**config.mk**
```make
export PLATFORM = sky130hd
export DESIGN_NAME = seg_scan_ctrl
export DESIGN_NICKNAME = d
export VERILOG_FILES = /design/src/rtl/seg_pkg.sv /design/src/rtl/hex_seg_lut.sv /design/src/rtl/seg_scan_ctrl.sv
export SDC_FILE = /design/constraint.sdc
export NUM_CORES = 1
export LEC_CHECK = 0
export CORE_UTILIZATION = 62
export CTS_BUF_LIST = sky130_fd_sc_hd__clkbuf_8
export DETAILED_ROUTE_END_ITERATION = 12
export PLACE_DENSITY_LB_ADDON = 0.05
export SLEW_MARGIN = 30
export SYNTH_ARGS = -nofsm -noshare
export SYNTH_HDL_FRONTEND = slang
export SYNTH_HIERARCHICAL = 1
export SYNTH_SLANG_ARGS = --single-unit
```
**constraint.sdc**
```tcl
create_clock -name clk -period 4.11 [get_ports clk]
set_input_delay 0.411 -clock clk [delete_from_list [all_inputs] [get_ports clk]]
set_output_delay 0.411 -clock clk [all_outputs]
set_load 0.05 [all_outputs]
```
**src/rtl/seg_pkg.sv**
```systemverilog
// Shared constants for the seven-segment scan controller.
// Segment codes are active-low {g,f,e,d,c,b,a}.
package seg_pkg;

  localparam logic [6:0] SEG_BLANK = 7'h7F;

  // Entry 0 is the rightmost element, so the list runs F down to 0.
  localparam logic [15:0][6:0] SEG_HEX = {
    7'h0E, 7'h06, 7'h21, 7'h46,
    7'h03, 7'h08, 7'h10, 7'h00,
    7'h78, 7'h02, 7'h12, 7'h19,
    7'h30, 7'h24, 7'h79, 7'h40
  };

endpackage

```
**src/rtl/hex_seg_lut.sv**
```systemverilog
// Combinational hex nibble to active-low segment lookup.
module hex_seg_lut
  import seg_pkg::*;
(
  input  logic [3:0] nib,
  output logic [6:0] seg
);

  assign seg = SEG_HEX[nib];

endmodule

```
**src/rtl/seg_scan_ctrl.sv**
```systemverilog
// Multiplexed seven-segment scan controller with frame-aligned
// value updates, inter-slot blanking and leading-zero suppression.
module seg_scan_ctrl
  import seg_pkg::*;
#(
  parameter int DIGITS    = 4,
  parameter int SCAN_DIV  = 50000,
  parameter int BLANK_CYC = 64
) (
  input  logic                  clk,
  input  logic                  reset,
  input  logic [4*DIGITS-1:0]   value,
  input  logic                  load,
  input  logic [DIGITS-1:0]     dp_mask,
  input  logic                  lz_en,
  output logic [DIGITS-1:0]     an,
  output logic [6:0]            seg,
  output logic                  dp,
  output logic                  frame_done
);

  localparam int PW = $clog2(SCAN_DIV);
  localparam int SW = $clog2(DIGITS);
  localparam int VW = 4 * DIGITS;

  logic [PW-1:0]     presc_q, presc_d;
  logic [SW-1:0]     slot_q, slot_d;
  logic [VW-1:0]     shadow_q, shadow_d;
  logic [VW-1:0]     pending_q, pending_d;
  logic              pend_q, pend_d;
  logic [DIGITS-1:0] an_q, an_d;
  logic [6:0]        seg_q, seg_d;
  logic              dp_q, dp_d;
  logic              fd_q, fd_d;

  logic              wrap;
  logic              bnd;
  logic [3:0]        nib;
  logic [6:0]        lut_seg;
  logic [DIGITS-1:0] sup;
  logic              all_zero;

  assign wrap = (presc_q == PW'(SCAN_DIV - 1));
  assign bnd  = wrap && (slot_q == SW'(DIGITS - 1));
  assign nib  = shadow_q[{slot_q, 2'b00} +: 4];

  hex_seg_lut u_lut (
    .nib (nib),
    .seg (lut_seg)
  );

  always_comb begin
    presc_d = wrap ? '0 : presc_q + PW'(1);
    slot_d  = slot_q;
    if (wrap) begin
      if (slot_q == SW'(DIGITS - 1)) slot_d = '0;
      else                           slot_d = slot_q + SW'(1);
    end
  end

  // A load on the boundary cycle itself bypasses pending.
  always_comb begin
    pending_d = pending_q;
    pend_d    = pend_q;
    shadow_d  = shadow_q;
    if (load) begin
      pending_d = value;
      pend_d    = 1'b1;
    end
    if (bnd) begin
      if (load)        shadow_d = value;
      else if (pend_q) shadow_d = pending_q;
      pend_d = 1'b0;
    end
  end

  always_comb begin
    all_zero = 1'b1;
    sup      = '0;
    for (int k = DIGITS - 1; k >= 1; k--) begin
      all_zero = all_zero && (shadow_q[4*k +: 4] == 4'h0);
      sup[k]   = all_zero;
    end
  end

  always_comb begin
    an_d  = '1;
    seg_d = SEG_BLANK;
    dp_d  = 1'b1;
    fd_d  = bnd;
    if (presc_q >= PW'(BLANK_CYC)) begin
      dp_d = ~dp_mask[slot_q];
      if (!(lz_en && sup[slot_q])) begin
        an_d  = ~(DIGITS'(1) << slot_q);
        seg_d = lut_seg;
      end
    end
  end

  always_ff @(posedge clk or posedge reset) begin
    if (reset) begin
      presc_q   <= '0;
      slot_q    <= '0;
      shadow_q  <= '0;
      pending_q <= '0;
      pend_q    <= 1'b0;
      an_q      <= '1;
      seg_q     <= SEG_BLANK;
      dp_q      <= 1'b1;
      fd_q      <= 1'b0;
    end else begin
      presc_q   <= presc_d;
      slot_q    <= slot_d;
      shadow_q  <= shadow_d;
      pending_q <= pending_d;
      pend_q    <= pend_d;
      an_q      <= an_d;
      seg_q     <= seg_d;
      dp_q      <= dp_d;
      fd_q      <= fd_d;
    end
  end

  assign an         = an_q;
  assign seg        = seg_q;
  assign dp         = dp_q;
  assign frame_done = fd_q;

endmodule

```
Word level (Yosys, flattened, before mapping) --
Memories as Yosys holds them, arrays and structs flattened. Cells that the tools add are included.
Storage, ports and cells: bits in latches 0, register bits after elaboration 64, memories kept 1, input port bits 24, output and inout port bits 13, bits in writable memories 0, memory bits (read-only) 112, logic and storage cells 47
Memory list:
- (name not given) | depth 16, width 7, rd ports 1, clocked after memory_dff 0, write ports 0, line hex_seg_lut.sv:9 | assign seg = SEG_HEX[nib];
Cells by class: order comparisons 3, shifts and indexed selects 2, reductions and logical operators 10, add/subtract/negate cells 2, bitwise gates (word level) 2, mux-type cells 16, equality and inequality tests 2, divide/modulo/power cells 0, $mul 0
Operator list (number):
- $mux W16 | 3
- $mux W7 | 3
- $add A16 B1 Y16 const B | 1
- $eq A16 B16 Y1 const B | 1
- $ge A16 B7 Y1 const B | 1
- $shiftx A16 B5 Y4 | 1
- $logic_not A4 Y1 | 3
- $mux W4 | 2
- $lt A4 B5 Y1 const B | 1
- $mux W1 | 5
- $bmux W1 S2 | 2
- $logic_and A1 B1 Y1 | 4
- $not A4 Y4 | 1
- $reduce_bool A2 Y1 | 2
- $shl A1 B2 Y4 const A | 1
- $lt A2 B3 Y1 const B | 1
- $add A2 B1 Y2 const B | 1
- $eq A2 B2 Y1 const B | 1
- $mux W2 | 1
- $reduce_and A2 Y1 | 1
- $not A1 Y1 | 1

Depth between registers and ports, before layout --
Gate-level depths: netlist (run 1).
depth in word-level cells 8, mapped depth 8

Modules after synthesis --
The synthesis (run 1) kept the hierarchy.
By module, submodules not included:
- seg_scan_ctrl | instances 1, cells an instance 199, sequential area each 1616.6 µm², area each 2741.4 µm²
- hex_seg_lut | instances 1, cells an instance 35, sequential area each 0.0 µm², area each 270.3 µm²

Worst setup path after synthesis (run 1) --
OpenSTA, ideal clock, no wires.
kind reg2reg, from reg slot_q[0], to reg seg_q[3], in the netlist seg[3], setup time 80 ps, arrival time 2033 ps, cell stages (with the launch flop) 8, path buffers 1, slack 1998 ps, path through dfrtp_1 > buf_2 > mux4_2 > inv_1 > ha_1 > inv_1 > mux4_2 > nand2b_1
Between the ends: cells in the longest elaborated chain, start to end 5, elaborated cells on any way between the ends 8, classes of those cells shift (1); mux (5); reduce/logical (1); memory (1)
RTL lines:
- start: declaration | line seg_scan_ctrl.sv:27 | logic [SW-1:0] slot_q, slot_d;
- start signal: assignment | line seg_scan_ctrl.sv:113 | slot_q <= slot_d;
- $shiftx A16 B5 Y4 | line seg_scan_ctrl.sv:45 | assign nib = shadow_q[{slot_q, 2'b00} +: 4];
- named net nib[0] | line seg_scan_ctrl.sv:38 | logic [3:0] nib;
- $mem_v2 Z16 W7
- $mux W7 (implied by the code) | line hex_seg_lut.sv:9
- named net lut_seg[3] | line seg_scan_ctrl.sv:39 | logic [6:0] lut_seg;
- $mux W7 | line seg_scan_ctrl.sv:93 | if (!(lz_en && sup[slot_q])) begin
- $mux W7 | line seg_scan_ctrl.sv:91 | if (presc_q >= PW'(BLANK_CYC)) begin
- named net seg_d[3] | line seg_scan_ctrl.sv:32 | logic [6:0] seg_q, seg_d;
- end signal: assignment | line seg_scan_ctrl.sv:118 | seg_q <= seg_d;
- end: declaration | line seg_scan_ctrl.sv:32
The timed path passes the listed nets, and every way through them passes these cells. The select of a mux whose other input is x is not followed. A chain may end at the register's enable or synchronous reset.

Worst setup path after layout (run 1) --
Ends and elaborated chain as after synthesis.

==> impl_metrics.toml, run 1 <==
[run_status]
status = "finished clean"

[sta]
tns_ns = 0
layout_setup_ws_ns = 1.75
relSlewSlack = 0.414
rsz0062_at_grt = "no"
fin_crit_sh = 0.574
final-max-slew-violation-count = 0
fmax_mhz = 424
worst_slew_pin_slew_ns = 0.876
setup_viol = 0
period_minus_slack_ns = 2.36
clock_skew_ns = 0.00648
final_hold_viol_count = 0

[power]
p_comb_frac = 0.049
ir_worst_vdd_uv = 359
power.switching_mw = 0.256
clockPowerShare = 0.439
leakagePower_nw = 1.59
p_int_mw = 1.01
p_per_area_nw_per_um2 = 352
p_seq_frac = 0.512
switching_share = 0.202

[synthesis]
yosysTopAreaCellShare = 0.432
synth.largest_area_cell = "dfrtp_1"
ys_warn_count = 6
yosysMostFrequentCell = "dfrtp_1"
synth_nets = 271
synth_cells = 234
ys_ff_latch = 64
ys.flop_type = "dfrtp_1"
netlist_area_um2 = 3010
seq_area_frac_synth = 0.537
synth.area.top_cells = "dfrtp_1 (43%), dfstp_2 (10%), mux2_2 (7.9%)"
syn_avg_cell_area_um2 = 12.9
synth-edff-count = 0
synth_cell_types = 43
synthArstFlopShare = 1.00
ys_top_cells_by_count = "dfrtp_1 (52), mux2_2 (21), nor2_1 (17)"

[global_routing]
grt_pass1_wl_mm = 9.52
grt_pass1_vias = 1990
grt_max_degree = 41
antenna_found_initial = 0
grt_util_all_layers = 0.250
grt.overflow.total = 0

[cts]
htree_levels = 3
insertion_delay_ns = 0.33
cts-resized-gates = 0
cts_tree = "built"
clkSlewWorstSetupHoldPaths_ns = 0.07
clock_sinks = 64
cts_setup_buffers = 0
clockRootBuffer = "clkbuf_8"
cts_buffer_depth = 2
cts_buffers = 9
cts_hold_buf = 0

[routing]
wl_met1_mm = 2.40
route.met3.wl_um = 222
routedWlPerCell_um = 16.5
drt_iter0_markers = 134
wl_met2_mm = 2.74
top_layer = "met4"
via_per_inst = 5.67
first_pass_iters = 4
wl_mm = 5.48
final_antenna_net_count = 0
drc = 0
num_vias = 1877

[cells_and_area]
drive_gt1_frac = 0.226
areaGrowthSynthToFinish_pct = 19.7
instances_no_fill = 331
antenna_cells = 0
final_net_count = 312

[worst_setup_path]
r2r_setup_slack_ns = 1.75
crit_slowest_cell = "mux4_2"
crit_fanout = 11
reg2reg_depth = 6
cp_data_arrival_time_ns = 2.62
crit_path_start_kind = "register"
worstReg2RegStart = "slot_q[0]"
path_cells = "mux4_2, inv_1, ha_1, inv_1, mux4_2, nand2b_1"
critPathTopFamily = "multiplexers"
path_class = "reg2reg"
required_ns = 4.37
critPathMaxStageDelay_ns = 0.68
crit_buf_inv = 2
end_kind = "register"
timing.rr.end = "seg[3]"

[die]
initial_utilization = 0.669
row_count = 24
die_x_um = 71.7
die_height_um = 71.7
fp.coreArea_um2 = 4500
dieArea_um2 = 5140
io_pins = 37

[flow_run]
maxCapViolCount = 0

[hold_path]
hp-class = "in2async"

[placement]
pre_cts_ws_ns = 1.57
place_congestion = 0.816
dp_hpwl_mm = 3.80
place_inst = 316
io_buffers = 36
[cells in the final DEF, fill, tap and decap left out, drive strengths merged, types with 3 or more instances in the layout]
cell / instances
dfrtp: 52
clkdlybuf4s50: 36
mux2: 33
nor2: 17
nand2: 13
ha: 13
inv: 13
dfstp: 12
xor2: 9
clkbuf: 9
o21ai: 8
nand2b: 8
mux4: 6
a21oi: 5
mux2i: 5
nand4: 4
nand3: 4
nor4: 4
and2: 3
xnor2: 3
[how the worst max path moves through the flow]
stage                          start           to  slack (ns)  cells past startpoint
after floorplan            slot_q[0]       seg[3]        2.00                      7
after global placement          load  shadow_q[4]        1.63                      5
after detailed placement        load  shadow_q[8]        1.57                      5
after CTS                  slot_q[0]       seg[3]        1.75                      6
after global routing      presc_q[0]    slot_q[1]        1.57                      5
final                      slot_q[0]       seg[3]        1.75                      6
[routing by layer]
| layer | vias up | track usage |
|---|---|---|
| met5 | - | 0 |
| met4 | 0 | 0.115 |
| met3 | 13 | 0.0577 |
| met2 | 40 | 0.407 |
| met1 | 930 | 0.321 |
| li1 | 894 | - |
[registers in the layout, indices dropped and copies added (netlist names)]
name	cells
pending_q	16
presc_q	16
shadow_q	16
seg	7
an	4
slot_q	2
dp	1
frame_done	1
pend_q	1
[final cells by class]
cell class,instances,area (um2)
sequential,64,1620
clock buffer,9,124
clock inverter,6,78.8
multi-input combinational,152,1310
tap,52,65.1
fill,273,900
inverter,10,37.5
timing repair buffer,38,375
[logic make-up (layout without fill, tap and decap cells)]
logic type	count (synthesis)	in the layout	synth area share
AOI/OAI and AO/OA	17	17	0.0361
muxes	44	44	0.185
and+or+nand+nor	66	66	0.124
xor gates and xnor gates	12	12	0.0349
DFF	64	64	0.537
buffers and inverters	18	63	0.0291
adders and majority gates	13	13	0.0540
[power groups by stage]
| stage | sequential (mW) | combinational (mW) | clock, mW |
|---|---|---|---|
| final | 0.650 | 0.0618 | 0.558 |
| after global routing | 0.651 | 0.0685 | 0.591 |
| after CTS | 0.650 | 0.0634 | 0.565 |
| after detailed placement | 0.661 | 0.0633 | 0 |
| after global placement | 0.660 | 0.0623 | 0 |
| after floorplan | 0.660 | 0.0320 | 0 |
[stage by stage]
step                      cell area [um2]  utilization  hold slack, ns  power [mW]
after global placement               3400        0.755           0.463       0.722
after floorplan                      3010            -           0.447       0.692
after detailed placement             3400        0.755           0.483       0.724
final                                3600        0.800           0.425        1.27
after global routing                 3600        0.800           0.478        1.31
after CTS                            3600        0.800           0.436        1.28
Power figures use the tool's default switching activity.
==> run 2, diff against run 1 <==
CORE_UTILIZATION = 57   (was 62)
clock period = 2.47 ns   (was 4.11 ns; I/O delays follow)
==> run 2 against run 1 <==
  * Design area rose by 1.9%
  * Register-to-register slack got worse by 1.5 ns
  * Via count rose by 1.9%
  * Non-clock buffer count rose by 3
  * Fmax rose by 6.0%
  * Critical endpoint unchanged
  * Clock-buffer cell count rose by 1
  * Setup slack got worse by 1.5 ns
==> impl_metrics.toml, run 2 (synthesized netlist as in run 1, its figures left out) <==
[run_status]
status = "finished clean"

[sta]
fin_crit_sh = 0.902
tns_ns = 0
worst_slew_pin_slew_ns = 0.506
relSlewSlack = 0.662
setup_viol = 0
hold_ws_ns = 0.232
rsz0062_at_grt = "no"
final_hold_viol_count = 0
clock_skew_ns = 0.00794
final-max-slew-violation-count = 0
fmax_mhz = 449
layout_setup_ws_ns = 0.243
period_minus_slack_ns = 2.23

[cts]
htree_levels = 3
cts-resized-gates = 0
cts_setup_buffers = 0
cts_tree = "built"
clkSlewWorstSetupHoldPaths_ns = 0.07
clock_sinks = 64
cts_buffers = 9
insertion_delay_ns = 0.34
cts_hold_buf = 0
clockRootBuffer = "clkbuf_8"
cts_buffer_depth = 2

[die]
die_x_um = 74.7
io_pins = 37
fp.coreArea_um2 = 5110
row_count = 26
initial_utilization = 0.590
dieArea_um2 = 5580
die_height_um = 74.7

[placement]
io_buffers = 36
dpl_cell_area_um2 = 3460
pre_cts_ws_ns = 0.292
place_congestion = 0.786
dp_hpwl_mm = 3.83

[routing]
via_per_inst = 5.42
routedWlPerCell_um = 15.0
num_vias = 1913
final_antenna_net_count = 0
wl_mm = 5.28
drc = 0
drt_iter0_markers = 123
first_pass_iters = 5

[power]
leakagePower_nw = 1.62
switching_share = 0.202
p_comb_frac = 0.049
ir_worst_vdd_uv = 375
p_per_area_nw_per_um2 = 586
power.switching_mw = 0.435
p_int_mw = 1.72
p_seq_frac = 0.502
clockPowerShare = 0.449

[cells_and_area]
antenna_cells = 0
drive_gt1_frac = 0.237
layout_common_cells = "dfrtp_1 (52), clkdlybuf4s50_1 (36), mux2_2 (21)"
multiInputGateArea_um2 = 1310
seqCellArea_um2 = 1620
nFillCells = 376
reg_top3 = "pending_q x16, presc_q x16, shadow_q x16"
final_net_count = 315
areaGrowthSynthToFinish_pct = 22.0
final_common_cell = "dfrtp_1"
fin_area_um2 = 3670

[global_routing]
use_met1 = 0.285
antenna_found_initial = 0
grt.overflow.total = 0
grt_pass1_vias = 1875
grt_max_degree = 44
grt_pass1_wl_mm = 8.76
use_met2 = 0.356
grt_use_met3 = 0.0455
grt.busiest_layer = "met2"
grt_util_all_layers = 0.219

[worst_setup_path]
cp_data_arrival_time_ns = 2.50
crit_path_start_kind = "register"
path_class = "reg2reg"
end_kind = "register"
required_ns = 2.74
crit_fanout = 8

[hold_path]
hp-class = "in2async"

[flow_run]
maxCapViolCount = 0
## run 2: changes by cell type in the layout (fill, tap and decap cells not counted)
cell	previous run	this run
buf_12	0	1
buf_4	2	4
clkbuf_8	9	10
clkinv_2	0	1
clkinvlp_4	1	0
## run 2: worst paths after layout
| check | from | to | slack (ns) | depth (start not counted) |
|---|---|---|---|---|
| max in group asynchronous | reset | seg[3] | 1.60 | 3 |
| min in group clk | presc_q[0] | presc_q[0] | 0.48 | 1 |
| setup reg to reg | slot_q[0] | seg[3] | 0.24 | 6 |
| hold / removal | reset | presc_q[2] | 0.23 | 2 |
| hold reg to reg | presc_q[0] | presc_q[0] | 0.48 | 1 |
| setup / recovery | slot_q[0] | seg[3] | 0.24 | 6 |
## run 2: critical path: stages, from the launching register on
cell	delay [ns]
dfrtp_1	0.53
mux4_2	0.64
inv_1	0.16
ha_1	0.17
inv_1	0.06
mux4_2	0.44
nand2b_1	0.15
## run 2: final cells by class
class | count | share of cell area
flip-flops and latches | 64 | 0.440
inverters | 10 | 0.0102
clock inverters | 6 | 0.0208
repair buffers | 41 | 0.112
well taps | 70 | 0.0238
clock buffers | 10 | 0.0375
multi-input cells | 152 | 0.356
## run 2: power by group through the flow
stage               registers, mW  clock network, mW  logic (mW)
finish                       1.08              0.968       0.105
global route                 1.08               1.02       0.117
CTS                          1.08              0.980       0.108
detailed placement           1.10                  0       0.108
global placement             1.10                  0       0.107
floorplan                    1.10                  0      0.0532
## run 2: metal layers
metal	up-vias	part of all wire
met5	-	0
met4	0	0.019
met3	14	0.034
met2	43	0.49
met1	954	0.46
li1	902	-
## run 2: through the flow
stage / util / cells / total power [mW]
4_1_cts: 0.719 / 353 / 2.17
3_5_place_dp: 0.677 / 337 / 1.21
6_report: 0.719 / 353 / 2.15
3_3_place_gp: 0.677 / 337 / 1.21
5_1_grt: 0.719 / 353 / 2.22
2_1_floorplan: - / 234 / 1.15
